`src/rtl/irq_pending_latch4.sv`:
```
// irq_pending_latch4
// Front end of the interrupt path that feeds an external 4-to-2 priority
// encoder. Raw request lines are synchronised and captured into sticky
// pending bits. The masked pending vector is driven to the encoder, and the
// encoder's answer is turned into an irq/ack handshake with the consumer.
// The pending bit of each serviced source is cleared when its ack arrives.

module irq_pending_latch4 #(
    parameter int SYNC_STAGES = 2,
    parameter bit EDGE_MODE   = 1'b1
) (
    input  logic       clk,
    input  logic       rst,
    input  logic [3:0] req_in,
    input  logic       mask_we,
    input  logic [3:0] mask_wdata,
    output logic [3:0] pend_d,
    input  logic [1:0] enc_q,
    input  logic       enc_v,
    output logic       irq,
    output logic [1:0] irq_id,
    input  logic       ack
);

    typedef enum logic [1:0] {
        IDLE   = 2'd0,
        ASSERT = 2'd1,
        CLEAR  = 2'd2
    } state_t;

    state_t state;
    state_t state_nxt;

    logic [SYNC_STAGES-1:0][3:0] sync_q;
    logic [3:0] req_s;
    logic [3:0] req_s_d;
    logic [3:0] set_vec;
    logic [3:0] clr_vec;
    logic [3:0] pending;
    logic [3:0] mask;

    // Shift the asynchronous request lines through the synchroniser chain
    always_ff @(posedge clk or posedge rst) begin
        if (rst) begin
            sync_q <= '0;
        end else begin
            sync_q[0] <= req_in;
            for (int i = 1; i < SYNC_STAGES; i++) begin
                sync_q[i] <= sync_q[i-1];
            end
        end
    end

    assign req_s = sync_q[SYNC_STAGES-1];

    // Keep the previous synchronised value so rising edges can be detected
    always_ff @(posedge clk or posedge rst) begin
        if (rst) begin
            req_s_d <= '0;
        end else begin
            req_s_d <= req_s;
        end
    end

    // Select edge or level capture for the events that set pending bits
    always_comb begin
        set_vec = req_s;
        if (EDGE_MODE) begin
            set_vec = req_s & ~req_s_d;
        end
    end

    // Clear only the serviced source, and only during the single CLEAR cycle
    always_comb begin
        clr_vec = 4'b0000;
        if (state == CLEAR) begin
            clr_vec = 4'b0001 << irq_id;
        end
    end

    // Sticky pending bits; a new event wins over a clear landing on the same bit
    always_ff @(posedge clk or posedge rst) begin
        if (rst) begin
            pending <= 4'b0000;
        end else begin
            pending <= set_vec | (pending & ~clr_vec);
        end
    end

    // Mask register, loaded by the write strobe and visible from the next cycle
    always_ff @(posedge clk or posedge rst) begin
        if (rst) begin
            mask <= 4'b0000;
        end else if (mask_we) begin
            mask <= mask_wdata;
        end
    end

    // Encoder input is built purely from registers, so req_in never reaches it combinationally
    assign pend_d = pending & mask;

    // FSM state register
    always_ff @(posedge clk or posedge rst) begin
        if (rst) begin
            state <= IDLE;
        end else begin
            state <= state_nxt;
        end
    end

    // FSM next-state logic; ack only matters while the interrupt is asserted
    always_comb begin
        state_nxt = state;
        case (state)
            IDLE: begin
                if (enc_v) begin
                    state_nxt = ASSERT;
                end
            end
            ASSERT: begin
                if (ack) begin
                    state_nxt = CLEAR;
                end
            end
            CLEAR: begin
                state_nxt = IDLE;
            end
            default: begin
                state_nxt = IDLE;
            end
        endcase
    end

    // FSM output decode; irq depends on the state register only, never on pend_d
    always_comb begin
        irq = 1'b0;
        if (state == ASSERT) begin
            irq = 1'b1;
        end
    end

    // Capture the encoder's choice on leaving IDLE and hold it until the next capture
    always_ff @(posedge clk or posedge rst) begin
        if (rst) begin
            irq_id <= 2'd0;
        end else if (state == IDLE && enc_v) begin
            irq_id <= enc_q;
        end
    end

endmodule

```
`config.mk`:
```
export PLATFORM = sky130hd
export DESIGN_NAME = irq_pending_latch4
export DESIGN_NICKNAME = d
export VERILOG_FILES = /design/src/rtl/irq_pending_latch4.sv
export SDC_FILE = /design/constraint.sdc
export NUM_CORES = 1
export LEC_CHECK = 0
export BUFFER_PORTS_ARGS = -buffer_cell sky130_fd_sc_hd__buf_4
export CAP_MARGIN = 20
export CORE_AREA = 2 2 52 54
export DETAILED_ROUTE_END_ITERATION = 8
export DIE_AREA = 0 0 54 56
export PLACE_DENSITY = 0.6
export SLEW_MARGIN = 40
export SYNTH_ARGS = -nofsm -noshare
export SYNTH_HDL_FRONTEND = slang
export SYNTH_SLANG_ARGS = --single-unit
```
`constraint.sdc`:
```
create_clock -name clk -period 2.29 [get_ports clk]
set_input_delay 0.229 -clock clk [delete_from_list [all_inputs] [get_ports clk]]
set_output_delay 0.229 -clock clk [all_outputs]
set_load 0.01 [all_outputs]
```
; ---- Word-level counts from Yosys, hierarchy flattened
; Index checks and enable logic that the tools add are counted.
[totals]
register_bits = 24
word_cells = 26
inputBits = 15
output_inout_bits = 7
[op_classes]
bitwise = 6
reduce_logical = 3
n_mux = 5
n_shift = 1
n_eq_ne = 4
[ops]
columns = operator, count
row1 = $and A4 B4 Y4, 3
row2 = $not A4 Y4, 2
row3 = $mux W2, 2
row4 = $mux W4, 1
row5 = $ne A2 B2 Y1 const B, 2
row6 = $or A4 B4 Y4, 1
row7 = $pmux W2 S2, 1
row8 = $shl A1 B2 Y4 const A, 1
row9 = $eq A2 B1 Y1 const B, 1
row10 = $eq A2 B2 Y1 const B, 1
row11 = $logic_not A2 Y1, 1
row12 = $reduce_and A2 Y1, 1
row13 = $logic_and A1 B1 Y1, 1
row14 = $mux W1, 1

; ---- Logic depth before layout (Yosys ltp)
[logic_depth]
word_depth = 5
depth_mapped = 2
ltp_nobuf = 2

; ---- Worst setup path after synthesis
; Ideal clock, no wire load.
[synth_path]
path_kind = register to register
from = register state[1]
to = register irq_id[0]
required_time_ns = 2.162
path_slack_ns = 1.208
arrival_time_ns = 0.955
setup_ns = 0.128
path_stages_with_launch = 3
path_buffers = 0
period_less_slack_ns = 1.082
cell_sequence = dfrtp_1 nor3b_2 mux2_1
[synth_via]
elab_chain_len = 2
[synth_rtl]
columns = item, line_no
row1 = start: declaration, 31  ; state_t state;
row2 = start signal: assignment, 107  ; state <= state_nxt;
row3 = $logic_not A2 Y1, 146  ; end else if (state == IDLE && enc_v) begin
row4 = $logic_and A1 B1 Y1, 146
row5 = end signal: assignment, 147  ; irq_id <= enc_q;
row6 = end: declaration, 21  ; output logic [1:0] irq_id,
; Every way passes these cells.
; A chain may end at the register's enable or synchronous reset.

; ---- Final worst setup path
[layout_path]
from = register state[0]
to = output port irq
[layout_via]
elab_chain_len = 2
[layout_rtl]
columns = item, line_no
row1 = $eq A2 B1 Y1, 137  ; if (state == ASSERT) begin
row2 = $mux W1, 137
row3 = end: declaration, 20  ; output logic irq,
; Every way passes these cells.

==> impl_results.md <==
* Resized cells post-CTS at 0
* DIE WIDTH at 54 um
* Skew-Pair Late Insertion Delay at 0.29 ns
* Congestion Overflow GR at 0
* HP Class: in2reg
* Crit share post-route at 0.589
* TritonCTS sink count at 24
* Core box area at 2430 um^2
* Instance count of the mapped netlist at 55
* Standard-cell rows at 18
* Sequential share of power at 0.595
* Last weighted congestion value of the routability-driven placer at 0.661
* Half-perimeter wire length of the detailed placement result at 880 um
* Final setup vio count at 0
* Outcome: finished clean
* Clock-pin slew reported for the worst setup and hold paths after clock tree synthesis at 0.11 ns
* Synthesized cell area at 830 um^2
* Critical Path Sink Type: primary output
* Total power at 0.923 mW
* Wirelength per Cell at 10.6 um
* Data arrival, critical path at 1.12 ns
* Portion of the post-synthesis area used by sequential elements at 0.724
* Fraction of final layout cells with drive strength greater than 1 at 0.370
* Startpoint type of the worst setup path: register
* Post-route setup TNS at 0 ns
* Power dissipated by switching net loads at 0.243 mW
* Power Density at 865 nW/um^2
* RSZ-0062 raised after global routing: false
* Number of I/O port buffers at 21
* Initial Utilization at 0.341
* Tightest slew margin relative to the limit at 0.683
* Total via count in the routed design at 492
* Die Outline Area at 3020 um^2
* Kind of critical path: reg2out
* Initial antenna violation count at 0
* Clock tree skew after final layout at 0.00204 ns
* Non-filler instance count after layout at 111
* Unique cell type count in the Yosys netlist at 14
* DRC errors left at 0
* Endpoints failing hold at 0
* Fmax achieved at 741 MHz
* Commonest cells after routing, fill and taps aside: sky130_fd_sc_hd__dfrtp_1, sky130_fd_sc_hd__buf_4, sky130_fd_sc_hd__inv_1
* Pre-antenna DRT Iters at 1
* Maximum number of buffers from clock root to sink at 2
* Detailed router's first-iteration violation count at 0
* Wire length reported by the detailed router at 1170 um
* Maximum fanout encountered on the critical timing path at 8
* First-pass GRT wire length at 1860 um
* Logic gate share of total power at 0.227
* Die Span Y at 56 um
* Int Pwr at 0.680 mW
* Antenna cells at 0
* Switching portion of total power at 0.264
* Max-cap viol count at 0
* Placed instance count at 106
* Post-synthesis cell type with the largest combined area: sky130_fd_sc_hd__dfrtp_1
* Min Tclk post-route at 1.35 ns
* Net count reported at finish at 98
* Average cell area after synthesis at 15.1 um^2
* IO Count at 22
* Total leakage power at 0.519 nW
* H-tree levels at 1
* Total setup buffers inserted after CTS at 0
* Total number of yosys warnings at 0
* Instance area at placement at 1020 um^2
* CTS tree: yes
* Fillers at 239
* Pin count of the biggest net entering global routing at 25
* GRT Total Usage at 0.0860
* Most frequent standard cell in the layout excluding fill and tap cells: sky130_fd_sc_hd__dfrtp_1
* Count of final max-slew check failures at 0
* Fraction of synthesized cell area taken by the top area cell type at 0.724
* Cell types occupying the most area after synthesis: sky130_fd_sc_hd__dfrtp_1, sky130_fd_sc_hd__mux2_2, sky130_fd_sc_hd__and2_1
* Drt via density at 4.43
* Post-detailed-route count of antenna-violating nets at 0
* IR Drop Worst-Case VDD at 0.431 mV
* Number of hold-repair buffers added at the cts stage at 1
* Worst-margin pin slew at 0.475 ns
* Final design area excluding fillers at 1070 um^2
* Net Count, Synth at 70
* Via count of the first global-routing pass at 444
* Part of the total power dissipated in the clock network at 0.178
* Data required time of the worst path at 2.06 ns
* Flops & latches, synth at 24
* Cell chosen for the clock root: sky130_fd_sc_hd__clkbuf_4
* Synth-to-Final Area Change at 28.7%
* Total clock buffers created by CTS at 3
## routing by layer
metal / share of wire / vias to the layer above / wire length [um] / global-route usage
li1: - / 238 / - / -
met1: 0.47 / 232 / 552 / 0.111
met2: 0.43 / 20 / 504 / 0.118
met3: 0.075 / 2 / 88 / 0.0161
met4: 0.023 / 0 / 27 / 0.0750
met5: 0 / - / 0 / 0
## cells by family after synthesis
kind of cell,after synthesis,synth area share
flip-flops,24,0.724
AND/OR/NAND/NOR,12,0.116
buffers and inverters,8,0.0362
multiplexers,6,0.0814
AO/OA/AOI/OAI,5,0.0422
## synth_stat cells (all sizes together)
| cell type | number |
|---|---|
| dfrtp | 24 |
| inv | 8 |
| mux2 | 6 |
| and2 | 5 |
| o22ai | 3 |
| and4bb | 2 |
| a211oi | 1 |
| a22o | 1 |
| nand4b | 1 |
| nor2 | 1 |
| nor2b | 1 |
| nor3b | 1 |
| nor4b | 1 |
## final timing paths
| kind | startpoint | end | slack [ns] | cells past startpoint |
|---|---|---|---|---|
| max in group asynchronous | rst | req_s_d[1] | 1.47 | 3 |
| setup reg to reg | state[1] | irq_id[1] | 1.14 | 2 |
| hold / removal | req_in[2] | sync_q[2] | 0.03 | 1 |
| min in group asynchronous | rst | mask[3] | 0.50 | 3 |
| hold reg to reg | sync_q[0] | req_s[0] | 0.36 | 0 |
| setup / recovery | state[0] | irq | 0.94 | 2 |
## stage by stage
stage	hold WS (ns)	util	setup WS (ns)
6_report	0.0338	0.439	0.941
5_1_grt	0.000976	0.439	0.819
4_1_cts	0.0191	0.435	0.914
3_5_place_dp	0.286	0.421	1.15
3_3_place_gp	0.334	0.421	1.16
2_1_floorplan	0.244	-	1.21
## worst max-delay path, stage by stage (launching register included)
cell and delay, ns:
sky130_fd_sc_hd__dfrtp_1 0.47, sky130_fd_sc_hd__nor2b_1 0.21, sky130_fd_sc_hd__buf_4 0.15
## power groups by stage
stage	sequential (mW)	combinational [mW]	clock, mW
3_3_place_gp	0.555	0.207	0
6_report	0.549	0.210	0.164
2_1_floorplan	0.552	0.107	0
3_5_place_dp	0.559	0.211	0
5_1_grt	0.565	0.231	0.199
4_1_cts	0.551	0.213	0.176
## final cells by class
| cell class | instances | area, um^2 | share of cell area |
|---|---|---|---|
| Timing Repair Buffer | 23 | 178 | 0.166 |
| Tap cell | 30 | 37.5 | 0.0352 |
| Sequential cell | 24 | 601 | 0.563 |
| Clock buffer | 3 | 22.5 | 0.0211 |
| Inverter | 8 | 30.0 | 0.0281 |
| Multi-Input combinational cell | 23 | 199 | 0.186 |
## registers in the layout, indices dropped and copies added, names as in the netlist
| signal | flops |
|---|---|
| req_s_d | 4 |
| mask | 4 |
| sync_q | 4 |
| req_s | 4 |
| pending | 4 |
| state | 2 |
| irq_id | 2 |
Note: power is estimated with default switching activity, not from simulation.
